$ cat src/rtl/pwm_bank_pkg.sv
// Register map, control bit positions and the per-channel compare helper
// shared by the PWM bank.
package pwm_bank_pkg;

    localparam int EN_OUT_BASE = 'h00;
    localparam int EN_PWM_BASE = 'h04;
    localparam int CTRL_ADDR   = 'h08;
    localparam int PRESC_ADDR  = 'h09;
    localparam int TOP_ADDR    = 'h0A;
    localparam int DUTY_BASE   = 'h10;

    localparam int CTRL_RUN    = 0;
    localparam int CTRL_CENTRE = 1;
    localparam int CTRL_FORCE  = 2;

    // Zero duty is always off; duty at or above TOP is always on.
    function automatic logic duty_cmp(input logic [7:0] cnt,
                                      input logic [7:0] duty,
                                      input logic [7:0] top);
        return (duty != 8'd0) && ((duty >= top) || (cnt < duty));
    endfunction

endpackage

$ cat src/rtl/pwm_bank_timebase.sv
// Prescaler plus edge/centre-aligned period counter; flags the tick on which
// the counter returns to zero.
module pwm_timebase (
    input  logic       clk,
    input  logic       rst_n,
    input  logic       run,
    input  logic       centre,
    input  logic [7:0] top_act,
    input  logic [7:0] presc_act,
    input  logic       restart,
    output logic [7:0] cnt,
    output logic       boundary
);

    logic [7:0] psc;
    logic       down;
    logic       tick;
    logic [7:0] cnt_next;
    logic       down_next;

    always_comb begin
        tick      = run && !restart && (psc >= presc_act);
        cnt_next  = cnt;
        down_next = down;
        if (!centre) begin
            cnt_next  = (cnt >= top_act) ? 8'd0 : cnt + 8'd1;
            down_next = 1'b0;
        end else if (!down) begin
            // Turn at TOP without repeating it; TOP = 0 degenerates to a constant 0.
            if (cnt >= top_act) begin
                cnt_next  = (top_act == 8'd0) ? 8'd0 : top_act - 8'd1;
                down_next = 1'b1;
            end else begin
                cnt_next = cnt + 8'd1;
            end
        end else begin
            cnt_next = (cnt == 8'd0) ? 8'd0 : cnt - 8'd1;
        end
        if (cnt_next == 8'd0) begin
            down_next = 1'b0;
        end
        boundary = tick && (cnt_next == 8'd0);
    end

    always_ff @(posedge clk or negedge rst_n) begin
        if (!rst_n) begin
            psc  <= 8'd0;
            cnt  <= 8'd0;
            down <= 1'b0;
        end else if (!run || restart) begin
            psc  <= 8'd0;
            cnt  <= 8'd0;
            down <= 1'b0;
        end else begin
            psc <= (psc >= presc_act) ? 8'd0 : psc + 8'd1;
            if (tick) begin
                cnt  <= cnt_next;
                down <= down_next;
            end
        end
    end

endmodule

$ cat src/rtl/pwm_bank.sv
// Multi-channel PWM bank: register file written from the SPI port, staged
// copies that reload at period boundaries, per-channel comparators and output mux.
module pwm_bank
    import pwm_bank_pkg::*;
#(
    parameter int         NUM_CH    = 16,
    parameter int         ADDR_W    = 7,
    parameter logic [7:0] RESET_TOP = 8'hFF
) (
    input  logic              clk,
    input  logic              rst_n,
    input  logic              wr_en,
    input  logic [ADDR_W-1:0] wr_addr,
    input  logic [7:0]        wr_data,
    output logic [NUM_CH-1:0] out,
    output logic              period_start
);

    int                addr;
    logic [NUM_CH-1:0] en_out;
    logic [NUM_CH-1:0] en_pwm;
    logic              stg_run;
    logic              stg_centre;
    logic [7:0]        stg_presc;
    logic [7:0]        stg_top;
    logic [7:0]        stg_duty [NUM_CH];
    logic              act_run;
    logic              act_centre;
    logic [7:0]        act_presc;
    logic [7:0]        act_top;
    logic [7:0]        act_duty [NUM_CH];
    logic              force_upd;
    logic              load;
    logic              boundary;
    logic [7:0]        cnt;
    logic [NUM_CH-1:0] pwm;

    assign addr      = 32'(wr_addr);
    assign force_upd = wr_en && (addr == CTRL_ADDR) && wr_data[CTRL_FORCE];
    // While stopped the active copies simply follow staging.
    assign load      = boundary || !act_run || force_upd;

    always_ff @(posedge clk or negedge rst_n) begin
        if (!rst_n) begin
            en_out     <= '0;
            en_pwm     <= '0;
            stg_run    <= 1'b1;
            stg_centre <= 1'b0;
            stg_presc  <= 8'd0;
            stg_top    <= RESET_TOP;
            for (int i = 0; i < NUM_CH; i++) stg_duty[i] <= 8'd0;
        end else if (wr_en) begin
            for (int k = 0; k < NUM_CH / 8; k++) begin
                if (addr == EN_OUT_BASE + k) en_out[8*k +: 8] <= wr_data;
                if (addr == EN_PWM_BASE + k) en_pwm[8*k +: 8] <= wr_data;
            end
            if (addr == CTRL_ADDR) begin
                stg_run    <= wr_data[CTRL_RUN];
                stg_centre <= wr_data[CTRL_CENTRE];
            end
            if (addr == PRESC_ADDR) stg_presc <= wr_data;
            if (addr == TOP_ADDR)   stg_top   <= wr_data;
            for (int i = 0; i < NUM_CH; i++) begin
                if (addr == DUTY_BASE + i) stg_duty[i] <= wr_data;
            end
        end
    end

    // Active copies read staging before this edge's write lands, so a write
    // coinciding with a boundary waits for the following one.
    always_ff @(posedge clk or negedge rst_n) begin
        if (!rst_n) begin
            act_run      <= 1'b1;
            act_centre   <= 1'b0;
            act_presc    <= 8'd0;
            act_top      <= RESET_TOP;
            for (int i = 0; i < NUM_CH; i++) act_duty[i] <= 8'd0;
            period_start <= 1'b0;
        end else begin
            period_start <= boundary || (force_upd && wr_data[CTRL_RUN]);
            if (load) begin
                act_presc <= stg_presc;
                act_top   <= stg_top;
                for (int i = 0; i < NUM_CH; i++) act_duty[i] <= stg_duty[i];
                if (force_upd) begin
                    act_run    <= wr_data[CTRL_RUN];
                    act_centre <= wr_data[CTRL_CENTRE];
                end else begin
                    act_run    <= stg_run;
                    act_centre <= stg_centre;
                end
            end
        end
    end

    pwm_timebase u_timebase (
        .clk       (clk),
        .rst_n     (rst_n),
        .run       (act_run),
        .centre    (act_centre),
        .top_act   (act_top),
        .presc_act (act_presc),
        .restart   (force_upd),
        .cnt       (cnt),
        .boundary  (boundary)
    );

    for (genvar i = 0; i < NUM_CH; i++) begin : g_ch
        assign pwm[i] = act_run && duty_cmp(cnt, act_duty[i], act_top);
    end

    always_ff @(posedge clk or negedge rst_n) begin
        if (!rst_n) begin
            out <= '0;
        end else begin
            out <= en_out & (~en_pwm | pwm);
        end
    end

endmodule

$ cat config.mk
export PLATFORM = sky130hd
export DESIGN_NAME = pwm_bank
export DESIGN_NICKNAME = d
export VERILOG_FILES = /design/src/rtl/pwm_bank_pkg.sv /design/src/rtl/pwm_bank_timebase.sv /design/src/rtl/pwm_bank.sv
export SDC_FILE = /design/constraint.sdc
export NUM_CORES = 1
export LEC_CHECK = 0
export ABC_AREA = 1
export BUFFER_PORTS_ARGS = -buffer_cell sky130_fd_sc_hd__buf_2
export CORE_AREA = 2 2 144 251
export CTS_CLUSTER_SIZE = 40
export DETAILED_ROUTE_END_ITERATION = 6
export DIE_AREA = 0 0 146 253
export HOLD_SLACK_MARGIN = 0.03
export PLACE_DENSITY_LB_ADDON = 0.15
export SYNTH_ARGS = -nofsm -noshare
export SYNTH_HDL_FRONTEND = slang
export SYNTH_SLANG_ARGS = --single-unit
$ cat constraint.sdc
create_clock -name clk -period 8.3 [get_ports clk]
set_input_delay 0.415 -clock clk [delete_from_list [all_inputs] [get_ports clk]]
set_output_delay 0.415 -clock clk [all_outputs]
set_load 0.01 [all_outputs]
Yosys cells after proc, flatten, opt, wreduce, memory -nomap -nowiden
Index checks and enable logic that the tools add are counted.
{ "op_classes": {"mux": 18, "bitwise_logic": 3, "n_eq_ne": 22, "add_sub_neg": 4, "n_reduce_logical": 104, "n_lt_le_gt_ge": 34} }
{ "op_table": {"columns": ["operator", "n"], "rows": [
  ["$ge 8x8->1", 18],
  ["$lt 8x8->1", 16],
  ["$reduce_bool 8->1", 16],
  ["$eq 7x6->1 const B", 16],
  ["$mux 8", 10],
  ["$reduce_and 2->1", 23],
  ["$logic_and 1x1->1", 38],
  ["$logic_not 32->1", 1],
  ["$logic_not 8->1", 3],
  ["$eq 7x5->1 const B", 3],
  ["$logic_or 1x1->1", 20],
  ["$add 8x1->8 const B", 2],
  ["$and 16x16->16", 1],
  ["$not 16->16", 1],
  ["$or 16x16->16", 1],
  ["$sub 8x1->8 const B", 2],
  ["$eq 7x4->1 const B", 2],
  ["$mux 1", 8],
  ["$eq 7x2->1 const B", 1],
  ["$logic_not 1->1", 2],
  ["$reduce_bool 2->1", 1]
]} }
{ "totals": {"register_bits": 358, "out_inout_bits": 17} }

Logic depth before layout (Yosys ltp)
{ "depth": {"depth_word": 9, "mapped_depth": 22, "mapped_depth_nobuf": 20} }

By module
Synthesis repeated with hierarchy kept, for this count alone.
{ "unflattened": {"hier_cells": 2480, "area_unflattened_um2": 20515.9} }
{ "by_module_without_submodules": {"columns": ["mod", "n_inst", "cells_per_inst", "area_per_inst_um2"], "rows": [
  ["pwm_bank", 1, 2195, 18614.1],
  ["pwm_timebase", 1, 285, 1901.8]
]} }

Worst setup path after synthesis
Ideal clock, no wire load.
{ "synth_path": {"path_kind": "reg-to-reg", "startpoint": "register act_top[3]", "endpoint": "register act_duty[121] (netlist name)", "required_ps": 8183, "path_stages_with_launch": 19, "arrival_time_ps": 2674, "synth_period_minus_slack_ps": 2791, "path_slack_ps": 5509, "path_cell_list": "dfstp_2 > inv_1 > ha_1 > nand2_1 > nor2_1 > nor2_1 > nand2_1 > nand2_1 > nand2_1 > nand3_1 > nand2_1 > a21oi_1 > nand2_1 > nor2_4 > nand3_4 > buf_6 > buf_2 > nand3_1 > nand2_1"} }
{ "synth_between": {"elab_chain_len": 9} }
{ "synth_rtl": {"columns": ["element", "line", "source"], "rows": [
  ["start: declaration", "pwm_bank.sv:30", "logic [7:0] act_top;"],
  ["start signal: assignment", "pwm_bank.sv:83", "act_top <= stg_top;"],
  ["$sub 8x1->8 / $logic_not 8->1 (equally long branches)", "pwm_bank_timebase.sv:31", "cnt_next = (top_act == 8'd0) ? 8'd0 : top_act - 8'd1;"],
  ["$mux 8", "pwm_bank_timebase.sv:31", null],
  ["$mux 8", "pwm_bank_timebase.sv:30", "if (cnt >= top_act) begin"],
  ["$mux 8", "pwm_bank_timebase.sv:28", "end else if (!down) begin"],
  ["$mux 8 (*)", "pwm_bank_timebase.sv:25", "if (!centre) begin"],
  ["$logic_not 8->1 (*)", "pwm_bank_timebase.sv:42", "boundary = tick && (cnt_next == 8'd0);"],
  ["$logic_and 1x1->1 (*)", "pwm_bank_timebase.sv:42", null],
  ["$logic_or 1x1->1 (*) (2 in series)", "pwm_bank.sv:41", "assign load = boundary || !act_run || force_upd;"],
  ["end: declaration", "pwm_bank.sv:31", "logic [7:0] act_duty [NUM_CH];"]
]} }
Every way passes the cells marked *; elsewhere a longest branch is shown, timed or not.
A chain may end at the register's enable or synchronous reset.

Final worst setup path
{ "layout_path": {"startpoint": "register u_timebase.cnt[0]", "endpoint": "register act_duty[66] (netlist name)"} }
{ "layout_between": {"elab_chain_len": 8} }
{ "layout_rtl": {"columns": ["element", "line", "source"], "rows": [
  ["start: declaration", "pwm_bank_timebase.sv:11", "output logic [7:0] cnt,"],
  ["start signal: assignment", "pwm_bank_timebase.sv:57", "cnt <= cnt_next;"],
  ["$add 8x1->8, or another cell as far along", "pwm_bank_timebase.sv:26, pwm_bank_timebase.sv:34", null],
  ["$mux 8 (on tied branches)", "pwm_bank_timebase.sv:30, pwm_bank_timebase.sv:37", null],
  ["$mux 8", "pwm_bank_timebase.sv:28", null],
  ["$mux 8 (*)", "pwm_bank_timebase.sv:25", null],
  ["$logic_not 8->1 (*)", "pwm_bank_timebase.sv:42", null],
  ["$logic_and 1x1->1 (*)", "pwm_bank_timebase.sv:42", null],
  ["$logic_or 1x1->1 (*) (2 in series)", "pwm_bank.sv:41", null]
]} }
Marked as above.

==> flow_metrics.tcl <==
set metrics [dict create \
    run_status "finished, final reports clean" \
    sequential_to_total_area_share_from_yosys_stat 0.436 \
    power_per_cell_area_nw_per_um2 333 \
    critPathLaunchType "flip-flop" \
    layout_commonest_cell "sky130_fd_sc_hd__nand2_1" \
    synthSimpleGateAreaFrac 0.213 \
    path_common_cell "sky130_fd_sc_hd__nand2_1" \
    worstPathRequired_ps 8760 \
    fin_setup_tns_ps 0 \
    finalSetupViolations 0 \
    synth-compound-area-share 0.119 \
    timing.final.max_slew_violations 0 \
    synth_adder_area_share 0.159 \
    synthTopCellsByArea "sky130_fd_sc_hd__dfrtp_1 41%, sky130_fd_sc_hd__ha_1 16%, sky130_fd_sc_hd__nand2_1 12%" \
    leak_nw 11.2 \
    netlist_instances 2431 \
    areaGrowthSynthToFinish_pct 8.18 \
    synth.avg_cell_area_um2 8.48 \
    cp_num_buf_inv 2 \
    vias_per_cell 5.91 \
    crit_arrival_ps 5210 \
    dieArea_um2 36900 \
    placement.cell_area_um2 21100 \
    netlist.area_leader.share 0.413 \
    overall_routing_resource_usage 0.317 \
    drt.antenna.violating_nets 0 \
    vdd_drop_max_mv 0.289 \
    grt_start_max_net_pins 102 \
    antenna_found_initial 0 \
    root_buffer "sky130_fd_sc_hd__clkbuf_16" \
    min_period_over_period 0.572 \
    place_congestion 0.936 \
    fin_area_um2 22300 \
    cts_buffer_depth 3 \
    timing.final.crit_period_ps 4750 \
    i_o_pins 35 \
    route.detailed.wl_per_inst_um 19.7 \
    yosys.cell_types.count 41 \
    cts_tree "built" \
    remaining_drc_errors 0 \
    fmax_mhz 211 \
    io_buffer_count 34 \
    final_hold_viol_count 0 \
    yosys-mux-area-fraction 0 \
    ys_dominant_reg_cell "sky130_fd_sc_hd__dfrtp_1" \
    number_of_flops_mapped_to_enable_cells_by_yosys 0 \
    relative_slew_slack 0.199 \
    yosys_register_bits 358 \
    initial_core_util 0.588 \
    total_number_of_clock_tree_sinks 358 \
    min-delay-path-class "in2reg" \
    synth_fp_nets 2711 \
    detail_route.iter0.violations 1132 \
    total_power_mw 7.44 \
    synth_xor_area_frac 0.00510 \
    net_count_reported_at_finish 2718 \
    cts_inserted_buffers 35 \
    critical_path_class "reg2reg" \
    grt_setup_unrepaired "no" \
    timing_worst_slew_pin_value_ps 1200 \
    hold_slack_ps 197 \
    grt_pass1_vias 17200 \
    ys.warnings.count 0 \
    dieHeight_um 253 \
    num_vias 17300 \
    detailedRoute.firstPassIterationCount 7 \
    timing.critical_path.cells "inv_2 -> ha_1 -> nand2_1 -> nor2_1 -> nor2_1 -> nand2_1 -> nand2_1 -> nand2_1 -> nand3_1 -> nand2_1 -> a21oi_1 -> nand2_1 -> nor2_4 -> nand3_4 -> nand2_4 -> buf_4 -> nand2_1 -> nand2_1" \
    synth_area_um2 20600 \
    grt_pass1_wl_um 91800 \
    worst_path_dominant_cell_family "simple AND/OR/NAND/NOR gates" \
    grt-ovfl-total 0 \
    drv.max_cap_violation_count 0 \
    fill_cells 3086 \
    fp.dieW_um 146 \
    cts.htree.levels 2 \
    placeableCoreArea_um2 35100 \
    totalWireLength_um 57700 \
    worst_skew_pair.late_latency_ps 540 \
    hpwl_um 36800 \
    slowest_stage "sky130_fd_sc_hd__dfrtp_1" \
    longest_individual_stage_delay_on_the_worst_path_ps 850 \
    crit_path_max_fanout 64 \
    synthDominantAreaCellType "sky130_fd_sc_hd__dfrtp_1" \
    final_layout_size_suffix_gt1_frac 0.0641 \
    clk_pin_slew_ps 70 \
    num_rows 91 \
    ys_async_sr_fraction 1.00 \
    finClkSkew_ps 20.1 \
    cts_resized 0 \
    synth_top_family_by_area "simple AND/OR/NAND/NOR gates" \
    crit_path_end_kind "flip-flop" \
    layout_common_cells "654 x sky130_fd_sc_hd__nand2_1, 340 x sky130_fd_sc_hd__dfrtp_1, 262 x sky130_fd_sc_hd__ha_1, 235 x sky130_fd_sc_hd__inv_1, 220 x sky130_fd_sc_hd__o21ai_0" \
]
==> state kept, by name (all words and copies together) (netlist names), 8 cells and up <==
register        flops
act_duty          128
stg_duty          128
en_out             16
en_pwm             16
out                16
act_presc           8
act_top             8
stg_presc           8
stg_top             8
u_timebase.cnt      8
u_timebase.psc      8
==> routing by layer <==
metal	vias to the layer above	track usage	share of wire
li1	8213	-	-
met1	8344	0.371	0.38
met2	545	0.564	0.50
met3	209	0.0393	0.054
met4	0	0.178	0.062
met5	-	0	0
==> path summary, 6_finish.rpt <==
check	endpoint	slack, ps	startpoint	depth (start not counted)
hold / removal	act_run$_DFFE_PN1P_	200	wr_data[0]	3
hold reg to reg	act_top[3]$_DFFE_PN1P_	460	stg_top[3]$_DFFE_PN1P_	2
max in group asynchronous	stg_duty[62]$_DFFE_PN0P_	5780	rst_n	4
setup reg to reg	act_duty[66]$_DFFE_PN0P_	3550	u_timebase.cnt[0]$_DFFE_PN0P_	18
setup / recovery	act_duty[66]$_DFFE_PN0P_	3550	u_timebase.cnt[0]$_DFFE_PN0P_	18
min in group asynchronous	u_timebase.cnt[6]$_DFFE_PN0P_	460	rst_n	2
==> area by class of cell <==
class | count | area [um^2] | share of cell area
timing repair buffer | 60 | 378 | 0.0169
sequential | 358 | 8980 | 0.403
multi-input combinational | 1740 | 10200 | 0.459
inverter | 243 | 915 | 0.0410
antenna | 1 | 2.50 | 0.000112
clock buffer | 51 | 1040 | 0.0466
clock inverter | 12 | 171 | 0.00769
tap | 465 | 582 | 0.0261
==> per-stage QoR <==
stage / util / instances / setup slack (ps)
global placement: 0.601 / 2865 / 3610
detailed placement: 0.601 / 2865 / 3620
finish: 0.636 / 2930 / 3550
CTS: 0.636 / 2929 / 3610
global route: 0.636 / 2929 / 3100
floorplan: - / 2431 / 5510
==> synth_stat cells (all sizes together) (2+ instances only) <==
master,n
inv,243
nand3,209
xor2,10
a41oi,3
o211ai,16
o21a,10
a21boi,22
dfrtp,340
nand2,658
o22ai,8
nor2,65
nor3,10
clkbuf,53
o21ai,221
a21oi,149
o221ai,6
nand4,44
ha,262
dfstp,18
xnor2,2
buf,37
nor4,30
o2111ai,11
==> report_power, final <==
group | internal [mW] | total [mW] | switching, mW | leakage (nW)
clock network | 0.998 | 1.69 | 0.694 | 0.586
registers | 2.02 | 2.34 | 0.320 | 4.83
logic | 1.18 | 3.40 | 2.22 | 5.78
==> timing repair <==
item / CTS / global route
buffers inserted: 0 / 0
hold endpoints to repair: 69 / 0
hold buffers: 1 / 0
==> kinds of logic (layout without fill, tap and decap cells) <==
group,count (synthesis),in the layout
AOI/OAI and AO/OA,448,448
xor gates and xnor gates,12,12
adders and majority gates,262,262
buffers and inverters,333,366
DFF,358,358
other,0,1
and+or+nand+nor,1018,1018
==> tightest hold or removal path: cells and delay by family <==
family / cells / cell delay (ps)
buf+inv: 1 / 120
simple gates: 2 / 190
No activity file was read; power rests on OpenSTA's default activity.
